`config.mk`:
```
export PLATFORM = sky130hd
export DESIGN_NAME = perceptron_train_ctrl_flat
export DESIGN_NICKNAME = d
export VERILOG_FILES = /design/src/rtl/perceptron_train_ctrl_if.sv /design/src/rtl/perceptron_train_ctrl.sv /design/src/flat_wrapper.sv
export SDC_FILE = /design/constraint.sdc
export NUM_CORES = 1
export LEC_CHECK = 0
export ABC_CLOCK_PERIOD_IN_PS = 3500
export CORE_MARGIN = 4
export CORE_UTILIZATION = 45
export DETAILED_ROUTE_END_ITERATION = 6
export SLEW_MARGIN = 15
export SYNTH_ARGS = -nofsm -noshare
export SYNTH_HDL_FRONTEND = slang
export SYNTH_SLANG_ARGS = --single-unit
export TNS_END_PERCENT = 30
```
`constraint.sdc`:
```
create_clock -name clk -period 3.5 [get_ports clk]
set_input_delay 0.875 -clock clk [delete_from_list [all_inputs] [get_ports clk]]
set_output_delay 0.875 -clock clk [all_outputs]
set_load 0.02 [all_outputs]
```
`src/rtl/perceptron_train_ctrl_if.sv`:
```
// -----------------------------------------------------------------------------
// perceptron_train_ctrl_if
// Bundles the sample handshake, configuration bus and result signals of
// perceptron_train_ctrl. clk and rst are kept outside as plain ports.
//   slave  : the perceptron block (drives in_ready, cfg_rdata, out_*, busy)
//   master : the block's user (drives in_*, cfg_we/addr/wdata)
// Parameters:
//   W_W   : signed weight/bias width
//   ACC_W : signed accumulator / out_sum width
// -----------------------------------------------------------------------------
interface perceptron_train_ctrl_if #(
  parameter int W_W   = 4,
  parameter int ACC_W = W_W + 4
);
  logic                    in_valid;
  logic                    in_ready;
  logic [7:0]              in_data;
  logic                    in_label;
  logic                    in_train;
  logic                    cfg_we;
  logic [3:0]              cfg_addr;
  logic [W_W-1:0]          cfg_wdata;
  logic [W_W-1:0]          cfg_rdata;
  logic                    out_valid;
  logic                    out_class;
  logic signed [ACC_W-1:0] out_sum;
  logic                    out_updated;
  logic                    busy;

  modport slave (
    input  in_valid, in_data, in_label, in_train,
    input  cfg_we, cfg_addr, cfg_wdata,
    output in_ready, cfg_rdata,
    output out_valid, out_class, out_sum, out_updated, busy
  );

  modport master (
    output in_valid, in_data, in_label, in_train,
    output cfg_we, cfg_addr, cfg_wdata,
    input  in_ready, cfg_rdata,
    input  out_valid, out_class, out_sum, out_updated, busy
  );
endinterface

```
`src/rtl/perceptron_train_ctrl.sv`:
```
// -----------------------------------------------------------------------------
// perceptron_train_ctrl
// Single-neuron perceptron over an 8-bit binary feature vector with on-line
// perceptron-rule training. Eight weights and a bias are held in registers and
// are accessible through a small configuration port while the block is idle.
//
// Ports:
//   clk : clock, all state changes on the rising edge
//   rst : asynchronous, active-high reset
//   bus : perceptron_train_ctrl_if.slave
//         in_valid/in_ready/in_data/in_label/in_train : sample handshake
//         cfg_we/cfg_addr/cfg_wdata/cfg_rdata          : weight/bias access
//                                                        (0-7 w[i], 8 bias)
//         out_valid/out_class/out_sum/out_updated      : result
//         busy                                         : state is not IDLE
//
// Timing: the accepting edge loads acc with the bias. The MAC state runs a
// two-stage select/accumulate pipeline: eight issue edges pick the addend for
// feature i, each addend is accumulated one edge later, so MAC spans nine
// edges. DECIDE then goes to DONE (10th edge) or via UPDATE (11th edge).
// -----------------------------------------------------------------------------
module perceptron_train_ctrl #(
  parameter int W_W   = 4,
  parameter int ACC_W = W_W + 4
) (
  input  logic                   clk,
  input  logic                   rst,
  perceptron_train_ctrl_if.slave bus
);

  typedef enum logic [2:0] {
    S_IDLE   = 3'd0,
    S_MAC    = 3'd1,
    S_DECIDE = 3'd2,
    S_UPDATE = 3'd3,
    S_DONE   = 3'd4
  } state_t;

  localparam logic signed [W_W-1:0] W_MAX = {1'b0, {(W_W-1){1'b1}}};
  localparam logic signed [W_W-1:0] W_MIN = {1'b1, {(W_W-1){1'b0}}};
  localparam logic signed [W_W-1:0] W_ONE = {{(W_W-1){1'b0}}, 1'b1};

  // One perceptron-rule step (+1 when up, -1 otherwise), clamped to the
  // representable weight range.
  function automatic logic signed [W_W-1:0] sat_step(
    input logic signed [W_W-1:0] w,
    input logic                  up
  );
    if (up) begin
      return (w == W_MAX) ? w : w + W_ONE;
    end
    return (w == W_MIN) ? w : w - W_ONE;
  endfunction

  function automatic logic signed [ACC_W-1:0] sext(input logic signed [W_W-1:0] w);
    return {{(ACC_W-W_W){w[W_W-1]}}, w};
  endfunction

  state_t                  r_state;
  state_t                  w_next;

  // Control
  logic [2:0]              r_idx;
  logic                    r_issue_done;
  logic                    r_vld_p0;

  // Weights and bias
  logic signed [W_W-1:0]   r_w [8];
  logic signed [W_W-1:0]   r_bias;

  // Sample and datapath
  logic [7:0]              r_data;
  logic                    r_label;
  logic                    r_train;
  logic signed [ACC_W-1:0] r_add_p0;
  logic signed [ACC_W-1:0] r_acc_p1;

  // Held results
  logic                    r_out_class;
  logic signed [ACC_W-1:0] r_out_sum;
  logic                    r_out_updated;

  logic                    w_in_ready;
  logic                    w_busy;
  logic                    w_out_valid;
  logic                    w_accept;
  logic                    w_cfg_wr;
  logic                    w_cls;
  logic [W_W-1:0]          w_rdata;

  assign w_accept = bus.in_valid && w_in_ready;
  assign w_cfg_wr = bus.cfg_we && (r_state == S_IDLE) && (bus.cfg_addr <= 4'd8);
  // Inclusive threshold: a sum of exactly zero classifies as 1.
  assign w_cls    = ~r_acc_p1[ACC_W-1];

  // FSM: state register
  always_ff @(posedge clk or posedge rst) begin
    if (rst) begin
      r_state <= S_IDLE;
    end else begin
      r_state <= w_next;
    end
  end

  // FSM: next state
  always_comb begin
    w_next = r_state;
    case (r_state)
      S_IDLE:   if (w_accept) w_next = S_MAC;
      S_MAC:    if (r_issue_done) w_next = S_DECIDE;
      S_DECIDE: w_next = (r_train && (w_cls != r_label)) ? S_UPDATE : S_DONE;
      S_UPDATE: w_next = S_DONE;
      S_DONE:   w_next = S_IDLE;
      default:  w_next = S_IDLE;
    endcase
  end

  // FSM: outputs. A pending config write blocks sample acceptance.
  always_comb begin
    w_in_ready  = (r_state == S_IDLE) && !bus.cfg_we && !rst;
    w_busy      = (r_state != S_IDLE);
    w_out_valid = (r_state == S_DONE);
  end

  // MAC issue control: r_vld_p0 marks a valid addend in r_add_p0.
  always_ff @(posedge clk or posedge rst) begin
    if (rst) begin
      r_idx        <= 3'd0;
      r_issue_done <= 1'b0;
      r_vld_p0     <= 1'b0;
    end else if (w_accept) begin
      r_idx        <= 3'd0;
      r_issue_done <= 1'b0;
      r_vld_p0     <= 1'b0;
    end else if (r_state == S_MAC) begin
      if (!r_issue_done) begin
        r_idx    <= r_idx + 3'd1;
        r_vld_p0 <= 1'b1;
        if (r_idx == 3'd7) r_issue_done <= 1'b1;
      end else begin
        r_vld_p0 <= 1'b0;
      end
    end
  end

  // Stage p0: addend select; stage p1: accumulate
  always_ff @(posedge clk) begin
    if (w_accept) begin
      r_data   <= bus.in_data;
      r_label  <= bus.in_label;
      r_train  <= bus.in_train;
      r_acc_p1 <= sext(r_bias);
    end else if (r_state == S_MAC) begin
      if (!r_issue_done) begin
        r_add_p0 <= r_data[r_idx] ? sext(r_w[r_idx]) : '0;
      end
      if (r_vld_p0) begin
        r_acc_p1 <= r_acc_p1 + r_add_p0;
      end
    end
  end

  // Weight/bias storage: config writes in IDLE, perceptron step in UPDATE
  always_ff @(posedge clk or posedge rst) begin
    if (rst) begin
      for (int i = 0; i < 8; i++) r_w[i] <= '0;
      r_bias <= '0;
    end else if (w_cfg_wr) begin
      if (bus.cfg_addr[3]) r_bias <= bus.cfg_wdata;
      else                 r_w[bus.cfg_addr[2:0]] <= bus.cfg_wdata;
    end else if (r_state == S_UPDATE) begin
      for (int i = 0; i < 8; i++) begin
        if (r_data[i]) r_w[i] <= sat_step(r_w[i], r_label);
      end
      r_bias <= sat_step(r_bias, r_label);
    end
  end

  // Results are captured on the transition into DONE and held afterwards.
  // acc is untouched by UPDATE, so the class seen there is still valid.
  always_ff @(posedge clk or posedge rst) begin
    if (rst) begin
      r_out_class   <= 1'b0;
      r_out_sum     <= '0;
      r_out_updated <= 1'b0;
    end else if ((w_next == S_DONE) && (r_state != S_DONE)) begin
      r_out_class   <= w_cls;
      r_out_sum     <= r_acc_p1;
      r_out_updated <= (r_state == S_UPDATE);
    end
  end

  always_comb begin
    w_rdata = '0;
    if (bus.cfg_addr[3] == 1'b0) w_rdata = r_w[bus.cfg_addr[2:0]];
    else if (bus.cfg_addr == 4'd8) w_rdata = r_bias;
  end

  assign bus.in_ready    = w_in_ready;
  assign bus.busy        = w_busy;
  assign bus.out_valid   = w_out_valid;
  assign bus.out_class   = r_out_class;
  assign bus.out_sum     = r_out_sum;
  assign bus.out_updated = r_out_updated;
  assign bus.cfg_rdata   = w_rdata;

endmodule

```
`src/flat_wrapper.sv`:
```
// flat-port wrapper written by rule: the top's interface ports become plain ports
module perceptron_train_ctrl_flat 
#(
  parameter int W_W   = 4,
  parameter int ACC_W = W_W + 4
)
  (clk, rst, bus_in_valid, bus_in_data, bus_in_label, bus_in_train, bus_cfg_we, bus_cfg_addr, bus_cfg_wdata, bus_in_ready, bus_cfg_rdata, bus_out_valid, bus_out_class, bus_out_sum, bus_out_updated, bus_busy);
  perceptron_train_ctrl_if #(.W_W(W_W), .ACC_W(ACC_W)) bus_i ();
  input  logic clk;
  input  logic rst;
  input wire logic [$bits(bus_i.in_valid)-1:0] bus_in_valid;
  input wire logic [$bits(bus_i.in_data)-1:0] bus_in_data;
  input wire logic [$bits(bus_i.in_label)-1:0] bus_in_label;
  input wire logic [$bits(bus_i.in_train)-1:0] bus_in_train;
  input wire logic [$bits(bus_i.cfg_we)-1:0] bus_cfg_we;
  input wire logic [$bits(bus_i.cfg_addr)-1:0] bus_cfg_addr;
  input wire logic [$bits(bus_i.cfg_wdata)-1:0] bus_cfg_wdata;
  output wire logic [$bits(bus_i.in_ready)-1:0] bus_in_ready;
  output wire logic [$bits(bus_i.cfg_rdata)-1:0] bus_cfg_rdata;
  output wire logic [$bits(bus_i.out_valid)-1:0] bus_out_valid;
  output wire logic [$bits(bus_i.out_class)-1:0] bus_out_class;
  output wire logic [$bits(bus_i.out_sum)-1:0] bus_out_sum;
  output wire logic [$bits(bus_i.out_updated)-1:0] bus_out_updated;
  output wire logic [$bits(bus_i.busy)-1:0] bus_busy;
  assign bus_i.in_valid = bus_in_valid;
  assign bus_i.in_data = bus_in_data;
  assign bus_i.in_label = bus_in_label;
  assign bus_i.in_train = bus_in_train;
  assign bus_i.cfg_we = bus_cfg_we;
  assign bus_i.cfg_addr = bus_cfg_addr;
  assign bus_i.cfg_wdata = bus_cfg_wdata;
  assign bus_in_ready = bus_i.in_ready;
  assign bus_cfg_rdata = bus_i.cfg_rdata;
  assign bus_out_valid = bus_i.out_valid;
  assign bus_out_class = bus_i.out_class;
  assign bus_out_sum = bus_i.out_sum;
  assign bus_out_updated = bus_i.out_updated;
  assign bus_busy = bus_i.busy;
  perceptron_train_ctrl #(.W_W(W_W), .ACC_W(ACC_W)) u_core (.clk(clk), .rst(rst), .bus(bus_i));
endmodule
```
==> results.sh, run 1 <==
export IMPL_outcome="complete, no violations"
export IMPL_grt_met3_usage=0.0461
export IMPL_rows=40
export IMPL_final_setup_viol_count=0
export IMPL_hold_start="u_core.bus.out_sum[3]$_DFFE_PP0P_"
export IMPL_cts_sinks=76
export IMPL_drtIter0Drc=482
export IMPL_globalRouteTotalUtil=0.235
export IMPL_core_area_um2=12000
export IMPL_nNetsFinal=659
export IMPL_clockPowerShare=0.161
export IMPL_busiest_layer="met2"
export IMPL_min_path_type="flop to flop"
export IMPL_netlist_instances=543
export IMPL_worstReg2RegEnd="u_core.r_w[1]$_DFFE_PP0P_"
export IMPL_synth_ff_type="dfrtp_1"
export IMPL_fp_dieW_um=119
export IMPL_h_tree_depth=3
export IMPL_use_met2=0.373
export IMPL_cts_clk_slew_worst_paths_ns=0.06
export IMPL_postCtsHoldBufs=0
export IMPL_async_flop_share=0.711
export IMPL_clock_latency_ns=0.35
export IMPL_cts_made_buffers=9
export IMPL_ir_drop_uv=377
export IMPL_setup_tns_ns=0
export IMPL_die_y_um=119
export IMPL_cp_end_kind="primary output"
export IMPL_yosysSeqAreaShare=0.364
export IMPL_grt_overflow=0
export IMPL_synthToLayoutAreaGrowth_pct=18.2
export IMPL_finalMaxSlewViolations=0
export IMPL_period_needed_ns=3.45
export IMPL_required_ns=2.62
export IMPL_start_util=0.461
export IMPL_skew_ns=0.00452
export IMPL_grt_pass1_vias=4669
export IMPL_arrival_ns=2.57
export IMPL_cts_setup_buffers=0
export IMPL_grt_pass1_wl_mm=25.7
export IMPL_use_met1=0.314
export IMPL_place_gp_congestion=0.929
export IMPL_cts_tree="yes"
export IMPL_synth_edff_count=22
export IMPL_drv_cap=0
export IMPL_synth_nets=602
export IMPL_path_max_fanout=20
export IMPL_ios=39
export IMPL_powerDensity_nw_per_um2=898
export IMPL_synth_avg_cell_area_um2=10.2
export IMPL_p_switching_uw=2460
export IMPL_diodes=0
export IMPL_utilization=0.544
export IMPL_grt_max_degree=48
export IMPL_wirelength_mm=15.9
export IMPL_p_int_uw=3410
export IMPL_timing_rr_start="u_core.r_state[2]$_DFF_PP0_"
export IMPL_fmax_ghz=0.290
export IMPL_reg2regPathDepth=5
export IMPL_worst_pin_slew_ns=0.803
export IMPL_io_buffers=38
export IMPL_crit_type="input port to primary output"
export IMPL_drive_above_1_share=0.182
export IMPL_ant_nets=0
export IMPL_critPathLaunchType="input port"
export IMPL_rsz0062_at_grt="true"
export IMPL_synth_cell_type_count=73
export IMPL_firstDrtPassIters=5
export IMPL_syn_area_um2=5530
export IMPL_wl_per_cell_um=21.2
export IMPL_hold_viol_final=0
export IMPL_p_comb_frac=0.496
export IMPL_antenna_found_initial=0
export IMPL_worst_hold_path_endpoint="u_core.bus.out_sum[3]$_DFFE_PP0P_"
export IMPL_r2r_slack_ns=0.97
export IMPL_drcViolationCount=0
export IMPL_swShare=0.419
export IMPL_root_buffer="clkbuf_16"
export IMPL_synth_warnings=0
export IMPL_relSlewSlack=0.463
export IMPL_vias_per_cell=6.28
export IMPL_p_leak_uw=0.00274
export IMPL_fin_crit_sh=0.985
export IMPL_pwr_share_seq=0.343
export IMPL_synth_seq_cells=76
export IMPL_clk_path_buf_depth=2
export IMPL_min_path_cells=1
export IMPL_route_vias_total=4724
export IMPL_dpl_hpwl_mm=11.5
export IMPL_die_area_um2=14100
## power groups by stage
stage	logic (uW)	registers, uW	clock network, uW
4_1_cts	2910	2000	965
6_report	2910	2010	943
2_1_floorplan	2200	1780	0
3_5_place_dp	2910	2010	0
3_3_place_gp	2820	1990	0
5_1_grt	3270	2070	1000
## worst max-delay path by stage
stage                    startpoint                to  slack (ns)  cells past startpoint
global placement    bus_cfg_addr[0]  bus_cfg_rdata[2]       -0.29                      6
floorplan           bus_cfg_addr[0]  bus_cfg_rdata[0]        0.23                      5
global route        bus_cfg_addr[0]  bus_cfg_rdata[1]      -0.002                      6
finish              bus_cfg_addr[0]  bus_cfg_rdata[2]        0.05                      6
CTS                 bus_cfg_addr[0]  bus_cfg_rdata[1]       -0.03                      6
detailed placement  bus_cfg_addr[0]  bus_cfg_rdata[2]       -0.33                      6
## timing repair
item / 4_1_cts / 5_1_grt
pin swaps: 1 / 0
resized for setup: 17 / 4
setup endpoints to repair: 4 / 3
gates cloned: 0 / 0
## cell usage after synthesis (4+ instances only)
master / number / area (um2)
a211oi_1: 4 / 30.0
a31oi_1: 7 / 43.8
and3b_1: 4 / 35.0
nand3_1: 34 / 170
buf_2: 13 / 65.1
and3_1: 6 / 37.5
mux4_2: 16 / 360
or3_1: 4 / 25.0
edfxtp_1: 22 / 661
a21o_1: 14 / 105
o21ai_1: 6 / 30.0
ha_1: 27 / 338
a22o_1: 4 / 35.0
mux2i_1: 12 / 120
clkbuf_1: 11 / 41.3
nand2_1: 53 / 199
o21ai_0: 28 / 140
nor3_1: 8 / 40.0
dfrtp_1: 54 / 1350
nand4_1: 4 / 25.0
inv_1: 13 / 48.8
xnor2_1: 19 / 166
mux2_1: 5 / 56.3
o31ai_1: 8 / 60.1
mux2_2: 18 / 203
nor2_1: 28 / 105
nand4b_1: 5 / 43.8
a21oi_1: 25 / 125
nor3b_1: 6 / 45.0
xor2_1: 8 / 70.1
fa_1: 10 / 200
## kinds of logic after synthesis
family                   share of synthesized area
AO/OA/AOI/OAI                                0.152
XOR/XNOR                                    0.0427
adder cells (fa/ha/maj)                     0.0972
buffers and inverters                       0.0348
flip-flops                                   0.364
multiplexers                                 0.136
AND/OR/NAND/NOR                              0.173
## layout make-up
cell class                 instances  area [um2]
clock buffer                      10         229
tap                              147         184
timing repair buffer              75         652
multi-input combinational        423        3340
sequential                        76        2010
inverter                          15        56.3
fill                            1091        5470
clock inverter                     6        65.1
## layer usage
layer,share of wire,wire [um]
met1,0.43,6830
met2,0.47,7490
met3,0.074,1180
met4,0.027,430
met5,0,0
## metrics by stage
stage	cell area, um2	instances	total power, uW	worst slack (ns)	hold WS (ns)
after global routing	6540	752	6340	-0.00189	0.525
after CTS	6540	752	5870	-0.0301	0.513
after global placement	6260	736	4800	-0.292	0.490
after floorplan	5530	543	3990	0.234	0.482
final	6540	752	5870	0.0538	0.509
after detailed placement	6260	736	4910	-0.329	0.500
## state kept, by name, indices dropped and copies added, names as in the netlist, 3 cells and up
register            count
u_core.r_acc_p1         8
u_core.r_data           8
u_core.r_w             32
u_core.r_state          3
u_core.r_add_p0         4
u_core.bus.out_sum      8
u_core.r_idx            3
u_core.r_bias           4
## worst max-delay path: stages
cell             delay, ns
clkdlybuf4s50_1       0.51
buf_12                0.17
mux4_2                0.51
mux2i_1               0.13
o21ai_0               0.15
buf_2                 0.21
## cell usage in the layout, fill, tap and decap left out, types with 5 or more instances in the layout
master / instances
dfrtp_1: 54
nand2_1: 53
buf_4: 37
nand3_1: 34
clkdlybuf4s50_1: 33
nor2_1: 28
o21ai_0: 27
ha_1: 27
a21oi_1: 25
edfxtp_1: 22
xnor2_1: 19
mux2_2: 18
mux4_2: 16
a21o_1: 14
inv_1: 12
mux2i_1: 12
fa_1: 10
clkbuf_16: 9
xor2_1: 8
nor3_1: 8
o31ai_1: 8
a31oi_1: 7
o21ai_1: 7
and3_1: 6
nor3b_1: 5
nand4b_1: 5
mux2_1: 5
No activity file was read; power rests on OpenSTA's default activity.
==> inputs of run 2 (changes only) <==
Settings changed: ABC_CLOCK_PERIOD_IN_PS 3500 to 2900, CORE_MARGIN 4 to 2, PLACE_DENSITY set to 0.66, SLEW_MARGIN 15 to 0.
Clock period 3.5 ns to 2.9 ns, I/O delays scaled along.
==> run 2 against run 1 <==
  * Cell count is 5.2% higher
  * Worst hold slack worse by 0.0033 ns
  * Sequential share of layout area decreased by 1.5 points
  * Count of clock-buffer cells in the layout shrank 1
  * Critical path depth up 3
  * Setup slack improved by 0.052 ns
  * Routed wire length up 4.1%
  * Utilization up 2.7 points
==> results.sh, run 2 (same netlist as run 1, synthesis figures left out) <==
export IMPL_root_buffer="clkbuf_16"
export IMPL_core_area_um2=12000
export IMPL_arrival_ns=2.07
export IMPL_grt_pass1_vias=4698
export IMPL_ios=39
export IMPL_worstReg2RegEnd="u_core.r_w[3]$_DFFE_PP0P_"
export IMPL_timing_rr_start="u_core.r_label$_DFFE_PP_"
export IMPL_ant_nets=0
export IMPL_worst_pin_slew_ns=0.900
export IMPL_drive_above_1_share=0.236
export IMPL_io_buffers=38
export IMPL_final_cell_mix="buf_4 (73), dfrtp_1 (54), nand2_1 (53), nand3_1 (34), clkdlybuf4s50_1 (31)"
export IMPL_drtIter0Drc=408
export IMPL_path_max_fanout=10
export IMPL_hold_start="u_core.bus.out_sum[3]$_DFFE_PP0P_"
export IMPL_finalMaxSlewViolations=0
export IMPL_cts_made_buffers=9
export IMPL_cts_tree="yes"
export IMPL_die_y_um=115
export IMPL_skew_ns=0.00758
export IMPL_ir_drop_uv=375
export IMPL_fmax_ghz=0.358
export IMPL_antenna_found_initial=0
export IMPL_fp_dieW_um=115
export IMPL_period_needed_ns=2.79
export IMPL_h_tree_depth=3
export IMPL_route_vias_total=4840
export IMPL_wirelength_mm=16.6
export IMPL_hold_ws_ns=0.505
export IMPL_cts_sinks=76
export IMPL_start_util=0.461
export IMPL_p_leak_uw=0.00294
export IMPL_r2r_slack_ns=0.55
export IMPL_globalRouteTotalUtil=0.265
export IMPL_nNetsFinal=698
export IMPL_firstDrtPassIters=6
export IMPL_required_ns=2.17
export IMPL_largest_register_ffs=32
export IMPL_hold_viol_final=0
export IMPL_synthToLayoutAreaGrowth_pct=24.1
export IMPL_fin_ws_ns=0.106
export IMPL_drcViolationCount=0
export IMPL_vias_per_cell=6.12
export IMPL_place_gp_congestion=0.966
export IMPL_grt_overflow=0
export IMPL_die_area_um2=13200
export IMPL_rows=40
export IMPL_crit_type="input port to primary output"
export IMPL_clk_path_buf_depth=2
export IMPL_power_uw=7380
export IMPL_relSlewSlack=0.398
export IMPL_final_common_cell="buf_4"
export IMPL_min_path_cells=1
export IMPL_rsz0062_at_grt="false"
export IMPL_regMostFlops="u_core.r_w"
export IMPL_powerDensity_nw_per_um2=1070
export IMPL_critPathLaunchType="input port"
export IMPL_fin_crit_sh=0.964
export IMPL_final_setup_viol_count=0
export IMPL_min_path_type="flop to flop"
export IMPL_cp_end_kind="primary output"
export IMPL_wl_per_cell_um=21.0
export IMPL_drv_cap=0
export IMPL_reg2regPathDepth=7
export IMPL_cts_clk_slew_worst_paths_ns=0.06
export IMPL_grt_max_degree=29
export IMPL_outcome="complete, no violations"
export IMPL_dpl_hpwl_mm=12.1
export IMPL_grt_pass1_wl_mm=26.4
export IMPL_pre_cts_slack_ns=-0.614
export IMPL_clock_latency_ns=0.35
export IMPL_diodes=0
export IMPL_worst_hold_path_endpoint="u_core.bus.out_sum[3]$_DFFE_PP0P_"
[run 2: changes by cell type in the layout (fill, tap and decap cells not counted), moves of 2 or more]
cell	delta
inv_6	+2
clkdlybuf4s50_1	-2
buf_4	+36
buf_12	+2
[run 2: power breakdown]
part,total [uW],switching (uW),internal (uW)
clock network,1080,498,584
logic,4050,2020,2030
registers,2250,598,1650
total,7380,3110,4270
[run 2: through the flow]
| step | instances | area, um2 | util | setup TNS (ns) |
|---|---|---|---|---|
| 2_1_floorplan | 543 | 5540 | - | -0.0369 |
| 3_3_place_gp | 770 | 6530 | 0.544 | -3.57 |
| 3_5_place_dp | 770 | 6530 | 0.544 | -4.35 |
| 4_1_cts | 789 | 6840 | 0.569 | 0 |
| 5_1_grt | 791 | 6870 | 0.572 | 0 |
| 6_report | 791 | 6870 | 0.572 | 0 |
[run 2: how the worst max path moves through the flow]
stage               startpoint          endpoint  slack, ns  depth (start not counted)
2_1_floorplan  bus_cfg_addr[2]  bus_cfg_rdata[2]      -0.04                          5
4_1_cts        bus_cfg_addr[0]  bus_cfg_rdata[3]       0.04                          8
6_report       bus_cfg_addr[2]  bus_cfg_rdata[3]       0.11                          9
3_3_place_gp   bus_cfg_addr[2]  bus_cfg_rdata[3]      -0.61                          8
5_1_grt        bus_cfg_addr[1]  bus_cfg_rdata[3]       0.02                          7
3_5_place_dp   bus_cfg_addr[1]  bus_cfg_rdata[3]      -0.61                          7
[run 2: layout make-up]
cell class                      instances  area, um2
Clock buffer                            9        225
Tap cell                              147        184
Inverter                               15       56.3
Timing Repair Buffer                  114        990
Clock inverter                          7       51.3
Sequential cell                        76       2010
Multi-Input combinational cell        423       3350
Fill cell                            1079       5140
[run 2: worst max-delay path, stage by stage]
cell	delay, ns
dlygate4sd2_1	0.26
buf_12	0.15
buf_4	0.15
nor3_2	0.18
buf_4	0.15
nand3_1	0.07
o21ai_1	0.09
buf_4	0.13
buf_2	0.16
[run 2: metal layers]
layer | wire length (um) | global-route usage | up-vias
li1 | - | - | 2229
met1 | 7120 | 0.360 | 2381
met2 | 7820 | 0.419 | 190
met3 | 1130 | 0.0506 | 40
met4 | 511 | 0.106 | 0
met5 | 0 | 0 | -
[run 2: what timing repair did]
action,CTS,global route
gates resized for setup,26,5
hold buffers,0,0
pin swaps,1,0
setup endpoints to repair,4,3
cloned,1,0
setup buffers,2,2
==> inputs of run 3 (changes only) <==
Settings changed: CTS_BUF_LIST set to sky130_fd_sc_hd__clkbuf_4 sky130_fd_sc_hd__clkbuf_8.
==> run 3 against run 2 <==
  * Worst hold slack better by 0.0056 ns
  * Cell count unchanged
  * Routed wire length fell by 0.81%
  * Setup slack improved by 0.0044 ns
  * Cell area fell by 1.5%
  * Sequential power about the same
  * Critical path type unchanged
  * Largest cell class unchanged
==> results.sh, run 3 (same netlist as run 1, synthesis figures left out) <==
export IMPL_setup_tns_ns=0
export IMPL_cts_clk_slew_worst_paths_ns=0.08
export IMPL_pre_cts_slack_ns=-0.614
export IMPL_io_buffers=38
export IMPL_fin_ws_ns=0.110
export IMPL_finalMaxSlewViolations=0
export IMPL_h_tree_depth=3
export IMPL_arrival_ns=2.06
export IMPL_r2r_slack_ns=0.56
export IMPL_grt_pass1_vias=4720
export IMPL_worst_pin_slew_ns=0.895
export IMPL_cp_end_kind="primary output"
export IMPL_diodes=0
export IMPL_grt_pass1_wl_mm=26.2
export IMPL_rows=40
export IMPL_hold_viol_final=0
export IMPL_wl_per_cell_um=20.8
export IMPL_rsz0062_at_grt="false"
export IMPL_period_needed_ns=2.79
export IMPL_drcViolationCount=0
export IMPL_dpl_hpwl_mm=12.1
export IMPL_nNetsFinal=698
export IMPL_use_met1=0.352
export IMPL_cts_sinks=76
export IMPL_drtIter0Drc=310
export IMPL_cts_tree="yes"
export IMPL_ant_nets=0
export IMPL_place_gp_congestion=0.966
export IMPL_outcome="complete, no violations"
export IMPL_clk_path_buf_depth=2
export IMPL_globalRouteTotalUtil=0.261
export IMPL_final_setup_viol_count=0
export IMPL_grt_overflow=0
export IMPL_drive_above_1_share=0.238
export IMPL_die_area_um2=13200
export IMPL_final_common_cell="buf_4"
export IMPL_largest_register_ffs=32
export IMPL_root_buffer="clkbuf_8"
export IMPL_path_max_fanout=10
export IMPL_core_area_um2=12000
export IMPL_crit_type="input port to primary output"
export IMPL_busiest_layer="met2"
export IMPL_grt_max_degree=29
export IMPL_vias_per_cell=6.10
export IMPL_firstDrtPassIters=5
export IMPL_ir_drop_uv=374
export IMPL_ios=39
export IMPL_grt_met3_usage=0.0559
export IMPL_min_path_type="flop to flop"
export IMPL_synthToLayoutAreaGrowth_pct=22.3
export IMPL_route_vias_total=4828
export IMPL_use_met2=0.418
export IMPL_die_y_um=115
export IMPL_wirelength_mm=16.4
export IMPL_fp_dieW_um=115
export IMPL_min_path_cells=1
export IMPL_drv_cap=0
export IMPL_cts_made_buffers=9
export IMPL_antenna_found_initial=0
export IMPL_skew_ns=0.0113
export IMPL_relSlewSlack=0.401
export IMPL_final_cell_mix="buf_4 (73), nand2_1 (53), dfrtp_1 (53), nand3_1 (34), clkdlybuf4s50_1 (31)"
export IMPL_fmax_ghz=0.358
export IMPL_critPathLaunchType="input port"
export IMPL_p_leak_uw=0.00290
export IMPL_reg2regPathDepth=7
export IMPL_required_ns=2.17
export IMPL_powerDensity_nw_per_um2=1040
export IMPL_regMostFlops="u_core.r_w"
export IMPL_start_util=0.461
export IMPL_fin_crit_sh=0.962
export IMPL_clock_latency_ns=0.36
-- run 3: layout make-up --
type	instances	area (um2)
clock inverter	7	51.3
fill	1094	5250
clock buffer	9	124
timing repair buffer	114	990
sequential	76	2010
tap	147	184
multi-input combinational	423	3350
inverter	15	56.3
-- run 3: timing repair --
action                                 in CTS  in global routing
hold buffers                                0                  0
buffers inserted                            2                  2
endpoints found under the hold margin       0                  0
setup endpoints to repair                   4                  4
resized for setup                          26                  6
pin swaps                                   1                  0
gates cloned                                1                  0
-- run 3: worst paths after layout --
kind,from,end
worst max-delay path,bus_cfg_addr[2],bus_cfg_rdata[3]
worst min-delay path,u_core.bus.out_sum[3]$_DFFE_PP0P_,u_core.bus.out_sum[3]$_DFFE_PP0P_
worst min register to register,u_core.bus.out_sum[3]$_DFFE_PP0P_,u_core.bus.out_sum[3]$_DFFE_PP0P_
min in group asynchronous,rst,u_core.r_w[12]$_DFFE_PP0P_
max in group asynchronous,rst,u_core.r_bias[0]$_DFFE_PP0P_
worst max register to register,u_core.r_label$_DFFE_PP_,u_core.r_w[3]$_DFFE_PP0P_
-- run 3: per-stage QoR --
step	area (um2)	utilization	power (uW)	hold slack (ns)	cells
floorplan	5540	-	4810	0.482	543
global placement	6530	0.544	6080	0.489	770
detailed placement	6530	0.544	6250	0.494	770
CTS	6740	0.561	7020	0.514	789
global route	6770	0.563	7590	0.524	791
finish	6770	0.563	7060	0.511	791
-- run 3: metal layers --
metal  vias up  routed length [um]
li1       2227                   -
met2       177                7840
met5         -                   0
met1      2389                7080
met3        35                1090
met4         0                 429
-- run 3: where the power goes --
group | switching, uW | total (uW) | internal (uW)
Combinational | 2020 | 4050 | 2030
Clock | 447 | 762 | 315
Sequential | 594 | 2240 | 1650
Total | 3060 | 7060 | 4000
-- run 3: worst max-delay path: stages --
cell,delay (ns)
dlygate4sd2_1,0.26
buf_12,0.15
buf_4,0.15
nor3_2,0.17
buf_4,0.15
nand3_1,0.08
o21ai_1,0.09
buf_4,0.13
buf_2,0.16
